<file path="src/rtl/mem_ctrl_pkg.sv">
// Shared types and defaults for the SAP-2 memory access sequencer.
package mem_ctrl_pkg;

    typedef enum logic [1:0] {
        IDLE   = 2'd0,
        ACCESS = 2'd1,
        DONE   = 2'd2
    } state_t;

    localparam int ADDR_W_DEF = 16;
    localparam int DATA_W_DEF = 8;

    localparam logic [15:0] MAR_RST = 16'h0000;

endpackage

</file>
<file path="src/rtl/mar_reg.sv">
// Memory address register: load from the W-bus or increment with natural wrap.
module mar_reg #(
    parameter int                ADDR_W  = 16,
    parameter logic [ADDR_W-1:0] RST_VAL = '0
) (
    input  logic              iClk,
    input  logic              iRstN,
    input  logic              iEn,
    input  logic              iLoad,
    input  logic              iInc,
    input  logic [ADDR_W-1:0] iD,
    output logic [ADDR_W-1:0] oQ
);

    // Load wins over increment; the add wraps at the top of the address space.
    always_ff @(posedge iClk or negedge iRstN) begin
        if (!iRstN)
            oQ <= RST_VAL;
        else if (iEn) begin
            if (iLoad)
                oQ <= iD;
            else if (iInc)
                oQ <= oQ + ADDR_W'(1);
        end
    end

endmodule

</file>
<file path="src/rtl/mem_access_ctrl.sv">
// Read/write sequencer between the W-bus/MDR and external RAM with wait states.
module mem_access_ctrl
    import mem_ctrl_pkg::*;
#(
    parameter int ADDR_W      = ADDR_W_DEF,
    parameter int DATA_W      = DATA_W_DEF,
    parameter int WAIT_STATES = 1,
    parameter int CNT_W       = 4
) (
    input  logic              iClk,
    input  logic              iRstN,
    input  logic [15:0]       iwBus,
    input  logic              iLmar,
    input  logic              iInc,
    input  logic              iReq,
    input  logic              iWr,
    input  logic [DATA_W-1:0] iWdata,
    output logic [DATA_W-1:0] oRdata,
    output logic              oBusy,
    output logic              oDone,
    output logic              oErr,
    output logic [ADDR_W-1:0] oMemAddr,
    output logic              oMemRe,
    output logic              oMemWe,
    output logic [DATA_W-1:0] oMemWdata,
    input  logic [DATA_W-1:0] iMemRdata
);

    state_t             state, nextState;
    logic [CNT_W-1:0]   waitCnt;
    logic               wrType;
    logic               lastCycle;

    assign lastCycle = (waitCnt == '0);

    // Strobes and flags decode straight from state so reset clears them without an edge.
    assign oBusy  = (state != IDLE);
    assign oDone  = (state == DONE);
    assign oMemRe = (state == ACCESS) && !wrType;
    assign oMemWe = (state == ACCESS) &&  wrType;

    mar_reg #(
        .ADDR_W  (ADDR_W),
        .RST_VAL (MAR_RST[ADDR_W-1:0])
    ) uMar (
        .iClk  (iClk),
        .iRstN (iRstN),
        .iEn   (!oBusy),
        .iLoad (iLmar),
        .iInc  (iInc),
        .iD    (iwBus[ADDR_W-1:0]),
        .oQ    (oMemAddr)
    );

    always_ff @(posedge iClk or negedge iRstN) begin
        if (!iRstN)
            state <= IDLE;
        else
            state <= nextState;
    end

    always_comb begin
        nextState = state;
        case (state)
            IDLE:    if (iReq)      nextState = ACCESS;
            ACCESS:  if (lastCycle) nextState = DONE;
            DONE:                   nextState = IDLE;
            default:                nextState = IDLE;
        endcase
    end

    always_ff @(posedge iClk or negedge iRstN) begin
        if (!iRstN) begin
            waitCnt   <= '0;
            wrType    <= 1'b0;
            oRdata    <= '0;
            oMemWdata <= '0;
            oErr      <= 1'b0;
        end else begin
            oErr <= oBusy && (iReq || iLmar || iInc);
            if (state == IDLE && iReq) begin
                wrType    <= iWr;
                oMemWdata <= iWdata;
                waitCnt   <= CNT_W'(WAIT_STATES);
            end else if (state == ACCESS) begin
                if (lastCycle) begin
                    if (!wrType)
                        oRdata <= iMemRdata;
                end else
                    waitCnt <= waitCnt - CNT_W'(1);
            end
        end
    end

endmodule

</file>
<file path="config.mk">
export PLATFORM = sky130hd
export DESIGN_NAME = mem_access_ctrl
export DESIGN_NICKNAME = d
export VERILOG_FILES = /design/src/rtl/mem_ctrl_pkg.sv /design/src/rtl/mar_reg.sv /design/src/rtl/mem_access_ctrl.sv
export SDC_FILE = /design/constraint.sdc
export NUM_CORES = 1
export LEC_CHECK = 0
export CELL_PAD_IN_SITES_DETAIL_PLACEMENT = 1
export CELL_PAD_IN_SITES_GLOBAL_PLACEMENT = 1
export CORE_MARGIN = 1.5
export CORE_UTILIZATION = 29
export CTS_CLUSTER_DIAMETER = 60
export DETAILED_ROUTE_END_ITERATION = 12
export PLACE_DENSITY_LB_ADDON = 0.1
export SYNTH_ARGS = -nofsm -noshare
export SYNTH_HDL_FRONTEND = slang
export SYNTH_SLANG_ARGS = --single-unit
</file>
<file path="constraint.sdc">
create_clock -name iClk -period 2 [get_ports iClk]
set_input_delay 0.6 -clock iClk [delete_from_list [all_inputs] [get_ports iClk]]
set_output_delay 0.6 -clock iClk [all_outputs]
set_load 0.01 [all_outputs]
</file>
# [Word level (Yosys, flattened, before mapping)]
# Index checks and enable logic that the tools add are counted.
[word_totals] output_inout_bits=37 elab_cells=41 in_bits=38 reg_bits=40
[classes] muxes=8 addsub=2 n_eq_ne=5 n_bitwise=3 n_reduce_logical=16
[op_table] operator="$mux 16" count=2
[op_table] operator="$add 16x1->16 const B" count=1
[op_table] operator="$mux 4" count=3
[op_table] operator="$reduce_and 2->1" count=3
[op_table] operator="$reduce_bool 2->1" count=3
[op_table] operator="$logic_and 1x1->1" count=4
[op_table] operator="$logic_not 4->1" count=1
[op_table] operator="$mux 2" count=2
[op_table] operator="$ne 2x2->1 const B" count=2
[op_table] operator="$pmux 2 s2" count=1
[op_table] operator="$reduce_and 4->1" count=1
[op_table] operator="$sub 4x1->4 const B" count=1
[op_table] operator="$not 1->1" count=3
[op_table] operator="$eq 2x1->1 const B" count=1
[op_table] operator="$eq 2x2->1 const B" count=1
[op_table] operator="$logic_not 2->1" count=1
[op_table] operator="$logic_or 1x1->1" count=2
[op_table] operator="$ne 2x1->1 const B" count=1
[op_table] operator="$logic_not 1->1" count=1

# [Longest topological paths before layout]
[logic_depth] depth_word=4 ltp_mapped=6 mapped_depth_nobuf=6

# [By module]
# Synthesis repeated with hierarchy kept, for this count alone.
[hier_totals] hier_cells=205 hier_area_um2=2148.3
[modules_own_cells] module="mar_reg" area_each_um2=1109.8 cells_each=129 instances=1 seq_area_each_um2=400.4
[modules_own_cells] module="mem_access_ctrl" area_each_um2=1038.5 cells_each=76 instances=1 seq_area_each_um2=600.6

# [Worst setup path after synthesis]
# Ideal clock, no wire load.
[synth_path] kind="register -> register" startpoint="reg waitCnt[0]" endpoint="reg oRdata[0]" slack_ns=0.156 setup_time_ns=0.125 arrival_ns=1.719 period_less_slack_ns=1.844 n_path_buf=1 stages_incl_launch_ff=7 required_time_ns=1.875 path_cell_list="dfrtp_1 inv_1 ha_1 or3b_4 or3_1 buf_6 mux2_4"
[synth_between] elab_chain_len=2
[synth_lines] item="from (decl)" line="mem_access_ctrl.sv:30" rtl="logic [CNT_W-1:0] waitCnt;"
[synth_lines] item="from (signal assigned)" line="mem_access_ctrl.sv:84" rtl="waitCnt <= CNT_W'(WAIT_STATES);"
[synth_lines] item="from (signal assigned)" line="mem_access_ctrl.sv:90" rtl="waitCnt <= waitCnt - CNT_W'(1);"
[synth_lines] item="$logic_not 4->1" line="mem_access_ctrl.sv:34" rtl="assign lastCycle = (waitCnt == '0);"
[synth_lines] item="$reduce_and 4->1 (no source line)"
[synth_lines] item="to (signal assigned)" line="mem_access_ctrl.sv:88" rtl="oRdata <= iMemRdata;"
[synth_lines] item="to (decl)" line="mem_access_ctrl.sv:18" rtl="output logic [DATA_W-1:0] oRdata,"
# Every way passes these cells.
# A chain may end at the register's enable or synchronous reset.

# [Worst setup path after layout]
[layout_path] startpoint="reg uMar.oQ[4]" endpoint="out oMemAddr[4]"
[layout_lines] item="from (decl)" line="mar_reg.sv:12" rtl="output logic [ADDR_W-1:0] oQ"
[layout_lines] item="from (signal assigned)" line="mar_reg.sv:21" rtl="oQ <= iD;"
[layout_lines] item="from (signal assigned)" line="mar_reg.sv:23" rtl="oQ <= oQ + ADDR_W'(1);"
[layout_lines] item="to (decl)" line="mem_access_ctrl.sv:22" rtl="output logic [ADDR_W-1:0] oMemAddr,"
# No word-level cell between the ends.

==> impl_metrics.toml <==
[synthesis]
syn_area_per_cell_um2 = 9.48
ys.flop_type = "dfrtp_1"
syn-num-nets = 257
synthArstFlopShare = 1.00
ys_types = 41
synth_edf_count = 0
synth.ff_latch_count = 40
synth_warnings = 0
syn-cell-area_um2 = 2050
syn_inst = 216
ys_seq_area_frac = 0.489

[critical_path]
path_buf_inv = 1
critPathArrivalTime_ns = 1.36
path_cells = "clkdlybuf4s50_1"
end_kind = "output port"
worstSetupPathType = "reg2out"
critPathRequiredTime_ns = 1.40
slowest_delay_ns = 0.59
cp_max_fo = 7
critPathSlowestCell = "clkdlybuf4s50_1"
cp-start-kind = "flip-flop"
crit_family = "buffers and inverters"

[cells_and_area]
diodes = 0
drive_gt1_frac = 0.165
syn_to_final_growth_pct = 52.3
final_nets = 350

[placement]
dp.final_hpwl_um = 4360
dp_slack_ns = -0.0857
io_buffers = 74
place_congestion = 0.750

[die]
die_area_um2 = 7570
die_x_um = 87.0
pin_count = 75
initial_core_util = 0.301
die_h_um = 87.0
core_um2 = 6790
num_rows = 30

[global_route]
grt_pass1_vias = 2056
grt_max_degree = 41
gr-total-overflow = 0
grt_usage = 0.167
antenna_found_initial = 0
grt_pass1_wl_um = 9920

[min_path]
hp-class = "in2async"

[timing]
clock_skew_ns = 0.00708
worst_slew_pin_slew_ns = 0.520
setup_slack_ns = 0.0444
hold_viol = 0
finalSetupViolCount = 0
tns_ns = 0
final-max-slew-violation-count = 0
fmax_ghz = 0.511
maxSlewHeadroom = 0.653
fin_crit_ns = 1.96
grt_setup_unrepaired = "false"
finalCritPeriodShare = 0.978

[flow_run]
maxCapViolCount = 0

[route]
route.vias.total = 1961
drc = 0
routed_wl_um = 5920
ant_nets = 0
drt-wirelength-per-cell_um = 14.6
viasPerCell = 4.84
drt_iter0_markers = 44
first_pass_iters = 4

[outcome]
status = "completed"

[cts]
cts_buffer_depth = 2
cts_root_buf = "clkbuf_8"
cts_tree = "built"
cts_made_buffers = 5
cts.sinks = 40
clk_latency_ns = 0.29
hold_buffers = 0
htreeDepth = 2
clkTransAtPathRegs_ns = 0.08

[pwr]
power.leakage_uw = 0.00134
power_density_nw_per_um2 = 1460
ir_drop_uv = 437
layout by cell type, fill, tap and decap left out, types with 3 or more instances in the layout:
cell | synthesis | routed
a21oi_1 | 11 | 11
buf_4 | 0 | 20
clkbuf_8 | 0 | 5
clkdlybuf4s50_1 | 0 | 69
dfrtp_1 | 40 | 35
dfrtp_2 | 0 | 5
dlygate4sd2_1 | 0 | 3
ha_1 | 3 | 3
inv_1 | 4 | 3
mux2_2 | 3 | 3
mux2_4 | 8 | 8
mux2i_1 | 4 | 4
nand2_1 | 38 | 38
nand2b_1 | 3 | 3
nand3_1 | 8 | 8
nand4_1 | 6 | 6
nor2_1 | 21 | 20
nor2b_1 | 3 | 3
nor3_1 | 6 | 6
nor4_1 | 6 | 6
nor4b_1 | 3 | 3
o21ai_0 | 11 | 11
o22ai_1 | 4 | 4
synthesized netlist by cell type (6+ instances only):
library cell | n | area (um2)
nor4_1 | 6 | 37.5
nand4_1 | 6 | 37.5
o21ai_0 | 11 | 55.1
a21oi_1 | 11 | 55.1
nand3_1 | 8 | 40.0
clkbuf_1 | 6 | 22.5
dfrtp_1 | 40 | 1000
mux2_4 | 8 | 120
nand2_1 | 38 | 143
nor3_1 | 6 | 30.0
nor2_1 | 21 | 78.8
worst paths after layout:
check                          endpoint          from  cells after the start  slack [ns]
max in group asynchronous    uMar.oQ[9]         iRstN                      2        1.25
hold reg to reg            oMemWdata[5]  oMemWdata[5]                      2        0.48
min in group iClk          oMemWdata[5]  oMemWdata[5]                      2        0.48
setup / recovery            oMemAddr[4]    uMar.oQ[4]                      1        0.04
setup reg to reg              oRdata[1]    waitCnt[1]                      6        0.10
hold / removal               uMar.oQ[7]         iRstN                      2        0.36
through the flow:
step	util	hold WS, ns	cells	power (uW)	instance area [um2]
5_1_grt	0.459	0.404	405	4920	3120
2_1_floorplan	-	0.304	216	2690	2050
3_3_place_gp	0.441	0.461	395	3950	3000
4_1_cts	0.457	0.378	405	4600	3100
6_report	0.459	0.363	405	4550	3120
3_5_place_dp	0.441	0.462	395	4010	3000
per-layer routing:
layer	wire length [um]	part of all wire	up-vias	track usage
met4	76	0.013	0	0.0572
li1	-	-	958	-
met3	326	0.055	6	0.0341
met5	0	0	-	0
met2	2690	0.45	57	0.261
met1	2830	0.48	940	0.231
kinds of logic (layout without fill, tap and decap cells):
kind of cell / Yosys count / in the layout / share of synthesized area
DFF: 40 / 40 / 0.489
xor gates and xnor gates: 2 / 2 / 0.00856
muxes: 15 / 15 / 0.0947
and+or+nand+nor: 102 / 102 / 0.239
adders and majority gates: 3 / 3 / 0.0183
buffers and inverters: 14 / 107 / 0.0293
AOI/OAI and AO/OA: 40 / 40 / 0.121
layout make-up:
cell class	instances	area [um2]
Timing Repair Buffer	95	896
Clock buffer	5	68.8
Inverter	5	18.8
Multi-Input combinational cell	162	993
Clock inverter	2	12.5
Fill cell	791	3680
Sequential cell	40	1010
Tap cell	96	120
sequential cells by signal, indices dropped and copies added (netlist names):
| register | cells |
|---|---|
| uMar.oQ | 16 |
| oMemWdata | 8 |
| oRdata | 8 |
| waitCnt | 4 |
| state | 2 |
| oErr | 1 |
| wrType | 1 |
report_power, final:
part	total [uW]	internal [uW]	switching, uW	leakage (uW)
clock network	531	237	294	0.0000400
registers	1610	1210	398	0.000481
logic	2410	1360	1050	0.000820
what timing repair did:
item | in CTS | in global routing
gates cloned | 0 | 0
setup buffers | 3 | 0
setup endpoints to repair | 4 | 14
resized for setup | 5 | 8
(Power assumes the default switching activity.)
